$ cat src/rtl/ex_iter_divider_if.sv
// Operand/result bus of the iterative divider: request side, result side and flush.
// A transfer happens on a rising clk edge where valid & ready are both high; valid
// never waits on ready, and a producer holds its payload stable until that edge.
interface ex_iter_divider_if #(
    parameter int WIDTH = 32,
    parameter int TAG_W = 5
);
    logic             flush;
    logic             in_valid;
    logic             in_ready;
    logic             in_signed;
    logic [WIDTH-1:0] in_dividend;
    logic [WIDTH-1:0] in_divisor;
    logic [TAG_W-1:0] in_tag;
    logic             out_valid;
    logic             out_ready;
    logic [WIDTH-1:0] out_quot;
    logic [WIDTH-1:0] out_rem;
    logic [TAG_W-1:0] out_tag;
    logic             out_divz;

    modport master (
        output flush, in_valid, in_signed, in_dividend, in_divisor, in_tag, out_ready,
        input  in_ready, out_valid, out_quot, out_rem, out_tag, out_divz
    );

    modport slave (
        input  flush, in_valid, in_signed, in_dividend, in_divisor, in_tag, out_ready,
        output in_ready, out_valid, out_quot, out_rem, out_tag, out_divz
    );
endinterface

$ cat src/rtl/ex_iter_divider.sv
// Shared signed/unsigned iterative restoring divider for the EX stage, retiring
// STEPS_PER_CYCLE quotient bits per busy cycle, with tag passthrough and flush.
module ex_iter_divider #(
    parameter int WIDTH           = 32,
    parameter int STEPS_PER_CYCLE = 1,
    parameter int TAG_W           = 5
) (
    input  logic                 clk,
    input  logic                 rst,
    ex_iter_divider_if.slave     bus,
    output logic [1:0]           dbg_state
);
    localparam int N_ITER = WIDTH / STEPS_PER_CYCLE;
    localparam int CW     = $clog2(N_ITER + 1);

    typedef enum logic [1:0] {
        IDLE = 2'd0,
        BUSY = 2'd1,
        DONE = 2'd2
    } state_t;

    state_t           state_q, state_d;
    logic [CW-1:0]    cnt_q;
    logic [WIDTH-1:0] prem_q;
    logic [WIDTH-1:0] dvd_q;
    logic [WIDTH-1:0] dvs_q;
    logic             quot_neg_q;
    logic             rem_neg_q;
    logic [TAG_W-1:0] run_tag_q;

    logic [WIDTH-1:0] quot_q;
    logic [WIDTH-1:0] rem_q;
    logic [TAG_W-1:0] tag_q;
    logic             divz_q;

    logic             accept;
    logic             dvd_neg;
    logic             dvs_neg;
    logic [WIDTH-1:0] dvd_mag;
    logic [WIDTH-1:0] dvs_mag;
    logic             last_step;

    logic [WIDTH-1:0] s_rem;
    logic [WIDTH:0]   s_wide;
    logic [WIDTH-1:0] s_dvd;
    logic [WIDTH-1:0] fin_quot;
    logic [WIDTH-1:0] fin_rem;

    assign bus.in_ready  = (state_q == IDLE) && !rst;
    assign bus.out_valid = (state_q == DONE);
    assign bus.out_quot  = quot_q;
    assign bus.out_rem   = rem_q;
    assign bus.out_tag   = tag_q;
    assign bus.out_divz  = divz_q;
    assign dbg_state     = state_q;

    assign accept    = bus.in_valid && bus.in_ready && !bus.flush;
    assign dvd_neg   = bus.in_signed && bus.in_dividend[WIDTH-1];
    assign dvs_neg   = bus.in_signed && bus.in_divisor[WIDTH-1];
    assign dvd_mag   = dvd_neg ? -bus.in_dividend : bus.in_dividend;
    assign dvs_mag   = dvs_neg ? -bus.in_divisor : bus.in_divisor;
    assign last_step = (cnt_q == CW'(1));

    // dvd_q shifts dividend bits out at the top while quotient bits enter at the bottom.
    always_comb begin
        s_rem  = prem_q;
        s_dvd  = dvd_q;
        s_wide = '0;
        for (int i = 0; i < STEPS_PER_CYCLE; i++) begin
            s_wide = {s_rem, s_dvd[WIDTH-1]};
            s_dvd  = {s_dvd[WIDTH-2:0], 1'b0};
            if (s_wide >= {1'b0, dvs_q}) begin
                s_wide   = s_wide - {1'b0, dvs_q};
                s_dvd[0] = 1'b1;
            end
            s_rem = s_wide[WIDTH-1:0];
        end
    end

    // MIN / -1 needs no special case: the magnitude wraps back to MIN.
    assign fin_quot = quot_neg_q ? -s_dvd : s_dvd;
    assign fin_rem  = rem_neg_q ? -s_rem : s_rem;

    always_comb begin
        state_d = state_q;
        case (state_q)
            IDLE: if (accept) state_d = (bus.in_divisor == '0) ? DONE : BUSY;
            BUSY: if (last_step) state_d = DONE;
            DONE: if (bus.out_ready) state_d = IDLE;
            default: state_d = IDLE;
        endcase
        if (bus.flush) state_d = IDLE;
    end

    always_ff @(posedge clk) begin
        if (rst) begin
            state_q <= IDLE;
        end else begin
            state_q <= state_d;
        end
    end

    always_ff @(posedge clk) begin
        if (rst) begin
            cnt_q      <= '0;
            prem_q     <= '0;
            dvd_q      <= '0;
            dvs_q      <= '0;
            quot_neg_q <= 1'b0;
            rem_neg_q  <= 1'b0;
            run_tag_q  <= '0;
            quot_q     <= '0;
            rem_q      <= '0;
            tag_q      <= '0;
            divz_q     <= 1'b0;
        end else if (bus.flush) begin
            cnt_q <= '0;
        end else if (accept) begin
            if (bus.in_divisor == '0) begin
                cnt_q  <= '0;
                quot_q <= '1;
                rem_q  <= bus.in_dividend;
                tag_q  <= bus.in_tag;
                divz_q <= 1'b1;
            end else begin
                cnt_q      <= CW'(N_ITER);
                prem_q     <= '0;
                dvd_q      <= dvd_mag;
                dvs_q      <= dvs_mag;
                quot_neg_q <= dvd_neg ^ dvs_neg;
                rem_neg_q  <= dvd_neg;
                run_tag_q  <= bus.in_tag;
            end
        end else if (state_q == BUSY) begin
            cnt_q  <= cnt_q - CW'(1);
            prem_q <= s_rem;
            dvd_q  <= s_dvd;
            if (last_step) begin
                quot_q <= fin_quot;
                rem_q  <= fin_rem;
                tag_q  <= run_tag_q;
                divz_q <= 1'b0;
            end
        end
    end
endmodule

$ cat src/flat_wrapper.sv
// flat-port wrapper written by rule: the top's interface ports become plain ports
module ex_iter_divider_flat 
#(
    parameter int WIDTH           = 32,
    parameter int STEPS_PER_CYCLE = 1,
    parameter int TAG_W           = 5
)
  (clk, rst, dbg_state, bus_flush, bus_in_valid, bus_in_signed, bus_in_dividend, bus_in_divisor, bus_in_tag, bus_out_ready, bus_in_ready, bus_out_valid, bus_out_quot, bus_out_rem, bus_out_tag, bus_out_divz);
  ex_iter_divider_if #(.WIDTH(WIDTH), .TAG_W(TAG_W)) bus_i ();
  input  logic clk;
  input  logic rst;
  output logic [1:0] dbg_state;
  input wire logic [$bits(bus_i.flush)-1:0] bus_flush;
  input wire logic [$bits(bus_i.in_valid)-1:0] bus_in_valid;
  input wire logic [$bits(bus_i.in_signed)-1:0] bus_in_signed;
  input wire logic [$bits(bus_i.in_dividend)-1:0] bus_in_dividend;
  input wire logic [$bits(bus_i.in_divisor)-1:0] bus_in_divisor;
  input wire logic [$bits(bus_i.in_tag)-1:0] bus_in_tag;
  input wire logic [$bits(bus_i.out_ready)-1:0] bus_out_ready;
  output wire logic [$bits(bus_i.in_ready)-1:0] bus_in_ready;
  output wire logic [$bits(bus_i.out_valid)-1:0] bus_out_valid;
  output wire logic [$bits(bus_i.out_quot)-1:0] bus_out_quot;
  output wire logic [$bits(bus_i.out_rem)-1:0] bus_out_rem;
  output wire logic [$bits(bus_i.out_tag)-1:0] bus_out_tag;
  output wire logic [$bits(bus_i.out_divz)-1:0] bus_out_divz;
  assign bus_i.flush = bus_flush;
  assign bus_i.in_valid = bus_in_valid;
  assign bus_i.in_signed = bus_in_signed;
  assign bus_i.in_dividend = bus_in_dividend;
  assign bus_i.in_divisor = bus_in_divisor;
  assign bus_i.in_tag = bus_in_tag;
  assign bus_i.out_ready = bus_out_ready;
  assign bus_in_ready = bus_i.in_ready;
  assign bus_out_valid = bus_i.out_valid;
  assign bus_out_quot = bus_i.out_quot;
  assign bus_out_rem = bus_i.out_rem;
  assign bus_out_tag = bus_i.out_tag;
  assign bus_out_divz = bus_i.out_divz;
  ex_iter_divider #(.WIDTH(WIDTH), .STEPS_PER_CYCLE(STEPS_PER_CYCLE), .TAG_W(TAG_W)) u_core (.clk(clk), .rst(rst), .bus(bus_i), .dbg_state(dbg_state));
endmodule
$ cat config.mk
export PLATFORM = sky130hd
export DESIGN_NAME = ex_iter_divider_flat
export DESIGN_NICKNAME = d
export VERILOG_FILES = /design/src/rtl/ex_iter_divider_if.sv /design/src/rtl/ex_iter_divider.sv /design/src/flat_wrapper.sv
export SDC_FILE = /design/constraint.sdc
export NUM_CORES = 1
export LEC_CHECK = 0
export CORE_MARGIN = 2
export CORE_UTILIZATION = 62
export CTS_CLUSTER_SIZE = 8
export DETAILED_ROUTE_END_ITERATION = 7
export GPL_TIMING_DRIVEN = 0
export HOLD_SLACK_MARGIN = 0.02
export PLACE_DENSITY = 0.87
export RECOVER_POWER = 50
export SYNTH_ARGS = -nofsm -noshare
export SYNTH_HDL_FRONTEND = slang
export SYNTH_SLANG_ARGS = --single-unit
$ cat constraint.sdc
create_clock -name clk -period 12.35 [get_ports clk]
set_input_delay 3.705 -clock clk [delete_from_list [all_inputs] [get_ports clk]]
set_output_delay 3.705 -clock clk [all_outputs]
set_load 0.1 [all_outputs]
Word level (Yosys, flattened, before mapping). Index checks and enable logic that the tools add are counted.

Input port bits: 75. Output and inout port bits: 74. Register bits after elaboration: 181. Word-level logic and storage cells: 82.

$add $sub $neg: 6. Multiplexer cells: 36. Bitwise logic cells: 3. Reductions and logical operators: 16. Equal/unequal tests: 8. Magnitude comparators: 1.

Operators by type and width (number): $mux W32 (19); $neg A32 Y32 (4); $ge A33 B32 Y1 (1); $logic_not A32 Y1 (1); $sub A32 B32 Y32 (1); $mux W5 (4); $mux W6 (3); $reduce_and A3 Y1 (3); $mux W2 (4); $eq A6 B1 Y1 const B (1); $ne A2 B2 Y1 const B (3); $pmux W2 S3 (1); $sub A6 B1 Y6 const B (1); $logic_and A1 B1 Y1 (5); $mux W1 (5); $ne A2 B1 Y1 const B (2); $reduce_and A4 Y1 (1); $reduce_bool A2 Y1 (2); $eq A2 B1 Y1 const B (1); $eq A2 B2 Y1 const B (1); $logic_not A1 Y1 (2); $logic_not A2 Y1 (1); $not A1 Y1 (2); $reduce_or A2 Y1 (1); $xor A1 B1 Y1 (1).

Longest topological paths before layout. Gate-level depths: netlist (run 1).

Depth after elaboration: 7. Mapped depth: 22. Gate-level depth less buffers: 17.

Worst setup path after synthesis (run 1). Ideal clock, no wire load.

Path kind: input to output. Start: input rst. End: output bus_in_ready. Data arrival time: 6291 ps. Required time: 8645 ps. Stages: 4. Slack: 2354 ps. Cells stage by stage: clkbuf_1 -> clkbuf_1 -> buf_1 -> nor3_1.

Longest elaborated chain between the ends: 2.

Ends and longest elaborated chain: start, declared (RTL line flat_wrapper.sv:11) `input logic rst;`; $logic_not A1 Y1 (RTL line ex_iter_divider.sv:49) `assign bus.in_ready = (state_q == IDLE) && !rst;`; $logic_and A1 B1 Y1 (RTL line ex_iter_divider.sv:49); end, declared (RTL line flat_wrapper.sv:20) `output wire logic [$bits(bus_i.in_ready)-1:0] bus_in_ready;`.

No other way between the ends.

Final worst setup path (run 1). Ends and elaborated chain as after synthesis.

==> results.txt, run 1 <==
clock tree from TritonCTS: built
GR Util met3: 7.185%
commonest non-fill, non-tap cell in the layout: nor2_1
drt wl/cell: 20.90 microns
status: finished, final reports clean
ANT nets after route: 0
combinational share of power: 26.7%
area grow syn2layout: 20.17%
final worst path period share: 80.77%
Util after Layout: 75.65%
max_slew headroom: 11.97%
RSZ-0062 raised after global routing: false
layout cell share with drive strength beyond 1: 2.865%
Max FO, Critical Path: 10
synth warn: 0
CTS resizes: 0
cell area after synthesis: 12210 sq um
global-route wire length before repair: 67900 microns
vias post-DR: 13820
hold path startpoint: u_core.run_tag_q[2]$_SDFFE_PP0P_
GRT met2 Usage: 69.29%
post-CTS setup buffers: 0
leak pwr: 5.504 nW
ys flop type: dfxtp_1
detailed router's first-iteration violation count: 1872
Synth Register Bits: 181
Slew Viols, Final: 0
worst slew pin tran: 1.308 ns
vias in the first global route: 12820
Sequential Area: 3623 sq um
maximum VDD drop: 0.09717 mV
PortBufs: 147
fin crit period: 9.975 ns
Highest Clock Rate: 100.3 MHz
Routed WL: 44200 microns
hold path cells: 2
Fin Setup TNS: 0 ns
GPL Wtd Cong: 0.9944
Top Ports: 149
CP Data Required Time: 8.64 ns
Die Wd: 144.3 microns
number of diodes: 0
switch share: 33.81%
final setup vio count: 0
worst skew pair latency: 0.44 ns
NumNets Final: 1951
Post-synth EDFFs: 0
CP arrival: 6.27 ns
clock share of power: 37.3%
clk_skew: 0.009278 ns
Avg Inst Size Synth: 7.308 sq um
Max-Cap Viols: 0
DRC: 0
pwr/cell area: 112.9 nW/um^2
FF-to-FF End: u_core.bus.out_rem[28]$_SDFFE_PP0P_
All-Layer GR Usage: 42.18%
Synthesized Nets: 1785
Core ar.: 19400 sq um
Reg clk slew, reported paths: 0.07 ns
register area share after synthesis: 29.67%
Yosys cell types: 70
Reg2Reg Launch Point: u_core.dvs_q[6]$_SDFFE_PP0P_
M1 GR Usage: 50.52%
Max H-tree Level: 4
detailed placer's ending HPWL: 34310 microns
critical path launch point type: input port
cts bufs inserted: 17
critical path endpoint category: output port
Multi-input gate area: 7951 sq um
Die ar.: 20840 sq um
Fill cells: 1571
busiest grt layer: met2
reg2reg setup slack: 4.76 ns
worst hold path class: reg2reg
Final Hold Fails: 0
asr flop ratio synth: 0%
CTS Root Cell: clkbuf_16
Vias/cell: 6.532
clock sinks: 181
Die Span Y: 144.3 microns
sw power: 0.5602 mW
site row count: 51
cell count after synthesis: 1671
Hold Buf Count CTS: 0
Clock Tree Buf Depth: 2
most frequent cells in the layout: nor2_1, nand2_1, dfxtp_1
1st-pass router iterations: 8
antenna violations before repair: 0
internal power: 1.097 mW
Seq pwr share: 36.0%
reg2reg path depth: 21
GRT Residual Overflow: 0
WS Path Type: in2out
end of the worst hold path: u_core.run_tag_q[2]$_SDFFE_PP0P_
Initial Utilization: 62.95%
largest net degree at the start of global routing: 19
-- worst max-delay path by stage --
| stage | depth (start not counted) | slack (ns) | start | end |
|---|---|---|---|---|
| CTS | 5 | 2.46 | rst | bus_in_ready |
| detailed placement | 5 | 2.46 | rst | bus_in_ready |
| global placement | 5 | 2.44 | rst | bus_in_ready |
| floorplan | 4 | 2.35 | rst | bus_in_ready |
| finish | 5 | 2.38 | rst | bus_in_ready |
| global route | 5 | 2.35 | rst | bus_in_ready |
-- registers in the layout, summed over array words and instances, names as in the netlist --
name	flops
u_core.run_tag_q	5
u_core.dvd_q	32
u_core.cnt_q	6
u_core.prem_q	32
u_core.quot_neg_q	1
u_core.dbg_state	2
u_core.dvs_q	32
u_core.bus.out_quot	32
u_core.bus.out_divz	1
u_core.bus.out_tag	5
u_core.bus.out_rem	32
u_core.rem_neg_q	1
-- cell usage after synthesis, types with 9 or more instances --
| library cell | instances | area share [%] |
|---|---|---|
| nor3_1 | 33 | 1.4 |
| nor2b_1 | 10 | 0.51 |
| o21ai_0 | 84 | 3.4 |
| dfxtp_1 | 181 | 30 |
| clkbuf_1 | 106 | 3.3 |
| nand2_1 | 186 | 5.7 |
| xnor2_1 | 67 | 4.8 |
| a31oi_1 | 15 | 0.77 |
| mux2i_1 | 9 | 0.74 |
| xor2_1 | 68 | 4.9 |
| o41ai_1 | 10 | 0.72 |
| or4_1 | 13 | 0.80 |
| a211oi_1 | 83 | 5.1 |
| nand3_1 | 32 | 1.3 |
| or3_1 | 20 | 1.0 |
| nor4_1 | 15 | 0.77 |
| o31ai_1 | 21 | 1.3 |
| a21oi_1 | 133 | 5.5 |
| inv_1 | 51 | 1.6 |
| o211ai_1 | 9 | 0.55 |
| a22oi_1 | 24 | 1.5 |
| nand4_1 | 20 | 1.0 |
| a21o_1 | 11 | 0.68 |
| a311oi_1 | 40 | 2.9 |
| nand2b_1 | 18 | 0.92 |
| nor2_1 | 269 | 8.3 |
| ha_1 | 38 | 3.9 |
-- power by group through the flow --
stage          clock [mW]  sequential (mW)  combinational [mW]
6_report            0.618            0.597               0.442
5_1_grt             0.636            0.597               0.473
4_1_cts             0.614            0.596               0.426
3_5_place_dp            0            0.610               0.422
3_3_place_gp            0            0.610               0.416
2_1_floorplan           0            0.609               0.286
-- stage by stage --
step                      instance area (sq um)  std cells  hold WS (ns)  total power [mW]  setup WS (ns)
after floorplan                           12210       1671        0.4319            0.8949          2.354
after global routing                      14680       2115        0.4770             1.707          2.353
after global placement                    14010       2083        0.4422             1.026          2.435
after detailed placement                  14010       2083        0.4467             1.032          2.461
final                                     14680       2115        0.4579             1.657          2.375
after CTS                                 14680       2115        0.4567             1.636          2.462
-- cell type report --
class	count	share of cell area, %
timing repair buffer	147	10.03
inverter	52	1.330
clock buffer	17	2.899
buffer	115	3.010
sequential	181	24.69
clock inverter	15	1.603
multi-input combinational	1323	54.18
tap	265	2.259
-- per-layer routing --
metal	wire (microns)	vias to the layer above
li1	-	6339
met1	16140	6276
met2	20090	943
met3	4528	258
met4	3438	0
met5	0	-
-- kinds of logic after synthesis --
group | Yosys count | synth area share [%]
xor gates and xnor gates | 135 | 9.682
muxes | 15 | 1.291
DFF | 181 | 29.67
adders and majority gates | 39 | 4.057
AOI/OAI and AO/OA | 487 | 26.57
and+or+nand+nor | 647 | 23.51
buffers and inverters | 167 | 5.215
-- worst max-delay path: stages --
cell and delay [ns]:
clkbuf_1 0.41, clkbuf_1 0.47, buf_1 0.60, nor3_1 0.09, clkdlybuf4s50_1 0.99
No activity file was read; power rests on OpenSTA's default activity.
==> run 2, diff against run 1 <==
--- a/config.mk
+++ b/config.mk
@@ -6,12 +6,12 @@
 export NUM_CORES = 1
 export LEC_CHECK = 0
 export CORE_MARGIN = 2
-export CORE_UTILIZATION = 62
+export CORE_UTILIZATION = 57
 export CTS_CLUSTER_SIZE = 8
 export DETAILED_ROUTE_END_ITERATION = 7
 export GPL_TIMING_DRIVEN = 0
 export HOLD_SLACK_MARGIN = 0.02
-export PLACE_DENSITY = 0.87
+export PLACE_DENSITY = 0.8
 export RECOVER_POWER = 50
 export SYNTH_ARGS = -nofsm -noshare
 export SYNTH_HDL_FRONTEND = slang
==> constraint.sdc (replaced) <==
create_clock -name clk -period 10 [get_ports clk]
set_input_delay 3 -clock clk [delete_from_list [all_inputs] [get_ports clk]]
set_output_delay 3 -clock clk [all_outputs]
set_load 0.1 [all_outputs]
==> run 2 against run 1 <==
  * Final cell count increased by 0.47%
  * Critical path depth unchanged
  * Die area increased by 8.5%
  * Sequential power increased by 23%
  * Total power increased by 18%
  * Worst hold slack about the same
  * Clock skew increased by 0.0063 ns
  * First-iteration DRC count decreased by 41%
  * Largest power group is now sequential cells
==> results.txt, run 2 (synthesis results as in run 1) <==
layout cell share with drive strength beyond 1: 2.811% (-0.054 points)
ANT nets after route: 0 (unchanged)
largest net degree at the start of global routing: 20 (+1)
power consumption: 1.952 mW (+18%)
critical path launch point type: input port
GPL Wtd Cong: 1.001 (+0.63%)
final worst path period share: 86.58%
Vias/cell: 6.284 (-3.8%)
CTS Root Cell: clkbuf_16
Core ar.: 21020 sq um (+8.4%)
most used cell along the critical path: clkbuf_1
CTS resizes: 0 (unchanged)
critical path endpoint category: output port
Highest Clock Rate: 115.5 MHz
area grow syn2layout: 19.67%
Layout Cells excl Fill: 2125 (+0.47%)
Fill cells: 1796 (+14%)
Die Span Y: 150.4 microns (+4.2%)
clock tree from TritonCTS: built
worst slew pin tran: 1.002 ns (-0.3068 ns)
CP arrival: 5.66 ns (-0.61 ns)
Sequential Area: 3623 sq um (unchanged)
WS Path Type: in2out
worst skew pair latency: 0.45 ns (about the same)
Top Ports: 149 (unchanged)
final setup vio count: 0 (unchanged)
RSZ-0062 raised after global routing: false
detailed placer's ending HPWL: 34010 microns (-0.87%)
Die Wd: 150.4 microns (+4.2%)
GRT Residual Overflow: 0 (unchanged)
Hold Buf Count CTS: 0 (unchanged)
cts bufs inserted: 17 (unchanged)
post-placement cell count: 2093 (+0.48%)
clk_skew: 0.01556 ns (+0.006278 ns)
Reg clk slew, reported paths: 0.08 ns (about the same)
pwr/cell area: 133.6 nW/um^2 (+18%)
global-route wire length before repair: 66700 microns (-1.8%)
NumNets Final: 1951 (unchanged)
WL met1: 17070 microns (+5.7%)
Initial Utilization: 58.09% (-4.9 points)
post-CTS setup buffers: 0 (unchanged)
max_slew headroom: 33.01% (+21 points)
All-Layer GR Usage: 38.01% (-4.2 points)
1st-pass router iterations: 7 (-1)
number of diodes: 0 (unchanged)
Die ar.: 22610 sq um (+8.5%)
PortBufs: 147 (unchanged)
most frequent cells in the layout: nor2_1, nand2_1, dfxtp_1
Hold Worst Slack: 0.4576 ns (-0.0002580 ns)
status: finished, final reports clean
post-route setup slack: 1.342 ns (-1.033 ns)
Fin Setup TNS: 0 ns (unchanged)
Critical Path, Cell by Cell: clkbuf_1 > clkbuf_1 > buf_1 > nor3_1 > clkdlybuf4s50_1
vias in the first global route: 12440 (-3.0%)
DRC: 0 (unchanged)
fin crit period: 8.658 ns
DR WL met3: 3466 microns (-23%)
maximum VDD drop: 0.08761 mV (-9.8%)
Max-Cap Viols: 0 (unchanged)
slowest stage cell, crit path: clkdlybuf4s50_1
detailed router's first-iteration violation count: 1108 (-41%)
Final Hold Fails: 0 (unchanged)
Multi-input gate area: 7951 sq um (unchanged)
vias post-DR: 13350 (-3.3%)
CP Data Required Time: 7.00 ns (-1.64 ns)
clock sinks: 181 (unchanged)
Max FO, Critical Path: 10 (unchanged)
routed wl met2: 20120 microns (+0.19%)
Routed WL: 43270 microns (-2.1%)
leak pwr: 5.462 nW (-0.76%)
Clock Tree Buf Depth: 2 (unchanged)
antenna violations before repair: 0 (unchanged)
CP peak stage delay: 0.99 ns (about the same)
drt wl/cell: 20.36 microns (-2.6%)
highest metal used: met4
Slew Viols, Final: 0 (unchanged)
Max H-tree Level: 4 (unchanged)
site row count: 53 (+3.9%)
commonest non-fill, non-tap cell in the layout: nor2_1
worst hold path class: reg2reg
pre-CTS setup slack: 1.463 ns (-0.9983 ns)
## run 2: worst max-delay path: cells and delay by family
family / cells / cell delay (ns)
and+or+nand+nor: 1 / 0.10
buffers and inverters: 4 / 2.54
## run 2: stage by stage
step           instance area [sq um]  util (%)
2_1_floorplan                  12210         -
3_3_place_gp                   14030     66.73
3_5_place_dp                   14030     66.73
4_1_cts                        14610     69.52
5_1_grt                        14610     69.52
6_report                       14610     69.52
## run 2: path summary, 6_finish.rpt
path,start,depth (start not counted),to,slack (ns)
max,rst,5,bus_in_ready,1.34
min,u_core.bus.out_divz$_SDFFE_PP0P_,2,u_core.bus.out_divz$_SDFFE_PP0P_,0.46
max reg2reg,u_core.dvs_q[6]$_SDFFE_PP0P_,21,u_core.bus.out_rem[26]$_SDFFE_PP0P_,2.37
min reg2reg,u_core.bus.out_divz$_SDFFE_PP0P_,2,u_core.bus.out_divz$_SDFFE_PP0P_,0.46
## run 2: final cells by class
type / instances / share of cell area [%]
Buffer: 115 / 3.022
Clock buffer: 18 / 2.937
Clock inverter: 14 / 1.079
Inverter: 52 / 1.336
Multi-Input combinational cell: 1323 / 54.41
Sequential cell: 181 / 24.79
Tap cell: 275 / 2.354
Timing Repair Buffer: 147 / 10.07
## run 2: where the power goes
group          internal [mW]  total [mW]  switching, mW
Combinational          0.192       0.545          0.352
Clock                  0.335       0.671          0.336
Sequential             0.730       0.736        0.00629
Total                   1.26        1.95          0.695
## run 2: per-layer routing
| layer | GRT usage, % | vias up |
|---|---|---|
| li1 | - | 6350 |
| met2 | 63.11 | 697 |
| met1 | 46.70 | 6156 |
| met5 | 0 | - |
| met3 | 5.545 | 151 |
| met4 | 22.55 | 0 |
==> run 3, diff against run 2 <==
--- a/config.mk
+++ b/config.mk
@@ -5,13 +5,14 @@
 export SDC_FILE = /design/constraint.sdc
 export NUM_CORES = 1
 export LEC_CHECK = 0
+export ABC_AREA = 1
 export CORE_MARGIN = 2
-export CORE_UTILIZATION = 57
+export CORE_UTILIZATION = 58
 export CTS_CLUSTER_SIZE = 8
 export DETAILED_ROUTE_END_ITERATION = 7
 export GPL_TIMING_DRIVEN = 0
 export HOLD_SLACK_MARGIN = 0.02
-export PLACE_DENSITY = 0.8
+export PLACE_DENSITY = 0.81
 export RECOVER_POWER = 50
 export SYNTH_ARGS = -nofsm -noshare
 export SYNTH_HDL_FRONTEND = slang
==> run 3 against run 2 <==
  * The run now ends with DRC left
  * Largest power group unchanged
  * Synthesized area is 7.6% higher
  * Wire length is 23% higher
  * Count of clock-buffer cells in the layout is 1 lower
  * Sequential power is 2% higher
  * Sequential share of layout area is 1.6 points lower
  * Synthesized cell count is 27% higher
  * Total power is 15% higher
  * Clock power is 11% higher
  * Critical path type unchanged
  * Design area is 6.9% higher
  * First-iteration DRC count is 82% higher
==> results.txt, run 3 <==
status: finished with violations
failing checks: DRC
post-CTS setup buffers: 0 (unchanged)
Max FO, Critical Path: 10 (unchanged)
Synth area leaders: dfxtp_1, nand2_1, inv_1
Layout Cells excl Fill: 2586 (+22%)
commonest non-fill, non-tap cell in the layout: nand2_1
Max-Cap Viols: 0 (unchanged)
largest net degree at the start of global routing: 24 (+20%)
cell type with the largest total area after synthesis: dfxtp_1
post-route setup slack: 0.9572 ns (-0.3850 ns)
reg2reg setup slack: 4.85 ns (+2.48 ns)
pre-CTS setup slack: 1.196 ns (-0.2670 ns)
site row count: 55 (+3.8%)
ys flop type: dfxtp_1
fin crit period: 9.043 ns (+0.3850 ns)
area grow syn2layout: 18.90%
Reg clk slew, reported paths: 0.08 ns (about the same)
Yosys cell types: 55 (-21%)
Die Wd: 154.5 microns (+2.7%)
Synth Register Bits: 181 (unchanged)
vias in the first global route: 14400 (+16%)
power consumption: 2.240 mW (+15%)
clock tree from TritonCTS: built
fin area: 15620 sq um (+6.9%)
GPL Wtd Cong: 1.084 (+8.3%)
post-placement cell count: 2554 (+22%)
number of diodes: 0 (unchanged)
antenna violations before repair: 1 (+1)
NumNets Final: 2402 (+23%)
global-route wire length before repair: 79870 microns (+20%)
Top Ports: 149 (unchanged)
worst hold path class: reg2reg
All-Layer GR Usage: 43.50% (+5.5 points)
cell area after synthesis: 13130 sq um (+7.6%)
Vias/cell: 6.109 (-2.8%)
WS Path Type: in2out
clock sinks: 181 (unchanged)
critical path launch point type: input port
PortBufs: 148 (+0.68%)
critical path endpoint category: output port
vias post-DR: 15800 (+18%)
cts bufs inserted: 17 (unchanged)
Routed WL: 53050 microns (+23%)
worst skew pair latency: 0.47 ns (+0.02 ns)
Util after Layout: 69.61% (+0.090 points)
CTS Root Cell: clkbuf_16
maximum VDD drop: 0.09414 mV (+7.5%)
cell count after synthesis: 2121 (+27%)
Clock Tree Buf Depth: 2 (unchanged)
Highest Clock Rate: 110.6 MHz (-4.3%)
most frequent cells in the layout: nand2_1, inv_1, nor2_1
max_slew headroom: 31.76% (-1.3 points)
placed inst area: 14970 sq um (+6.7%)
Synthesized Nets: 2235 (+25%)
ANT nets after route: 0 (unchanged)
Die ar.: 23860 sq um (+5.5%)
pwr/cell area: 143.5 nW/um^2 (+7.4%)
count leader, synth: nand2_1
Slew Viols, Final: 0 (unchanged)
drt wl/cell: 20.51 microns (+0.75%)
synth warn: 0 (unchanged)
detailed router's first-iteration violation count: 2014 (+82%)
DRC: 3 (+3)
Avg Inst Size Synth: 6.192 sq um (-15%)
Yosys top cell area share: 27.59% (-2.1 points)
RSZ-0062 raised after global routing: false
CP Data Required Time: 7.00 ns (about the same)
worst slew pin tran: 1.020 ns (+0.01872 ns)
Hold Buf Count CTS: 0 (unchanged)
Fin Setup TNS: 0 ns (unchanged)
clk_skew: 0.02048 ns (+0.004927 ns)
Post-synth EDFFs: 0 (unchanged)
Core ar.: 22430 sq um (+6.7%)
Final Hold Fails: 0 (unchanged)
Initial Utilization: 58.54% (+0.45 points)
CP arrival: 6.04 ns (+0.38 ns)
asr flop ratio synth: 0% (unchanged)
Hold Worst Slack: 0.4631 ns (+0.005423 ns)
Max H-tree Level: 4 (unchanged)
Die Span Y: 154.5 microns (+2.7%)
final worst path period share: 90.43% (+3.8 points)
final setup vio count: 0 (unchanged)
GRT Residual Overflow: 0 (unchanged)
top cells by count, synth: nand2_1, inv_1, nor2_1
1st-pass router iterations: 8 (+1)
leak pwr: 7.250 nW (+33%)
detailed placer's ending HPWL: 41610 microns (+22%)
register area share after synthesis: 27.59% (-2.1 points)
layout cell share with drive strength beyond 1: 5.954% (+3.1 points)
CTS resizes: 0 (unchanged)
-- run 3: changes by cell type after synthesis, sizes merged, moves of 20 or more --
cell | before | now
or3 | 20 | 0
inv | 52 | 261
xor2 | 68 | 48
a22oi | 24 | 2
nand2 | 187 | 561
a311oi | 40 | 1
o21ai | 85 | 165
a211oi | 83 | 9
a21oi | 133 | 188
clkbuf | 106 | 69
nor2 | 269 | 224
nand3 | 32 | 162
xnor2 | 67 | 14
-- run 3: cell families after synthesis --
kind of cell	Yosys count	synth area share, %
fa+ha+maj	39	3.773
xor+xnor	62	4.135
compound gates	448	19.12
flops	181	27.59
simple gates	1034	34.67
buf+inv	357	10.72
-- run 3: where the power goes --
group / switching [mW] / total, mW / internal (mW)
clock network: 0.388 / 0.743 / 0.355
registers: 0.0126 / 0.750 / 0.737
logic: 0.518 / 0.748 / 0.230
-- run 3: path summary, 6_finish.rpt --
path	startpoint	end	depth (start not counted)
setup / recovery	rst	bus_in_ready	5
hold / removal	u_core.bus.out_quot[23]$_SDFFE_PP0P_	u_core.bus.out_quot[23]$_SDFFE_PP0P_	2
setup reg to reg	u_core.dvs_q[19]$_SDFFE_PP0P_	u_core.bus.out_quot[30]$_SDFFE_PP0P_	27
hold reg to reg	u_core.bus.out_quot[23]$_SDFFE_PP0P_	u_core.bus.out_quot[23]$_SDFFE_PP0P_	2
-- run 3: routing by layer --
metal  global-route usage [%]  routed length, microns
met4                    27.25                    4008
met2                    67.24                   22490
met1                    55.05                   19960
met5                        0                       8
met3                    9.863                    6586
-- run 3: cell type report --
type,instances,area (sq um)
plain buffers,92,412.9
fillers,1998,6818
well taps,285,356.6
repair buffers,148,1481
multi-input cells,1583,8098
flip-flops and latches,181,3623
inverters,265,994.7
clock inverters,15,224.0
clock buffers,17,425.4
-- run 3: worst max-delay path, cell delays in order --
cell             delay, ns
dlygate4sd3_1         0.79
clkbuf_1              0.66
clkbuf_1              0.49
nor2_1                0.10
clkdlybuf4s50_1       0.99
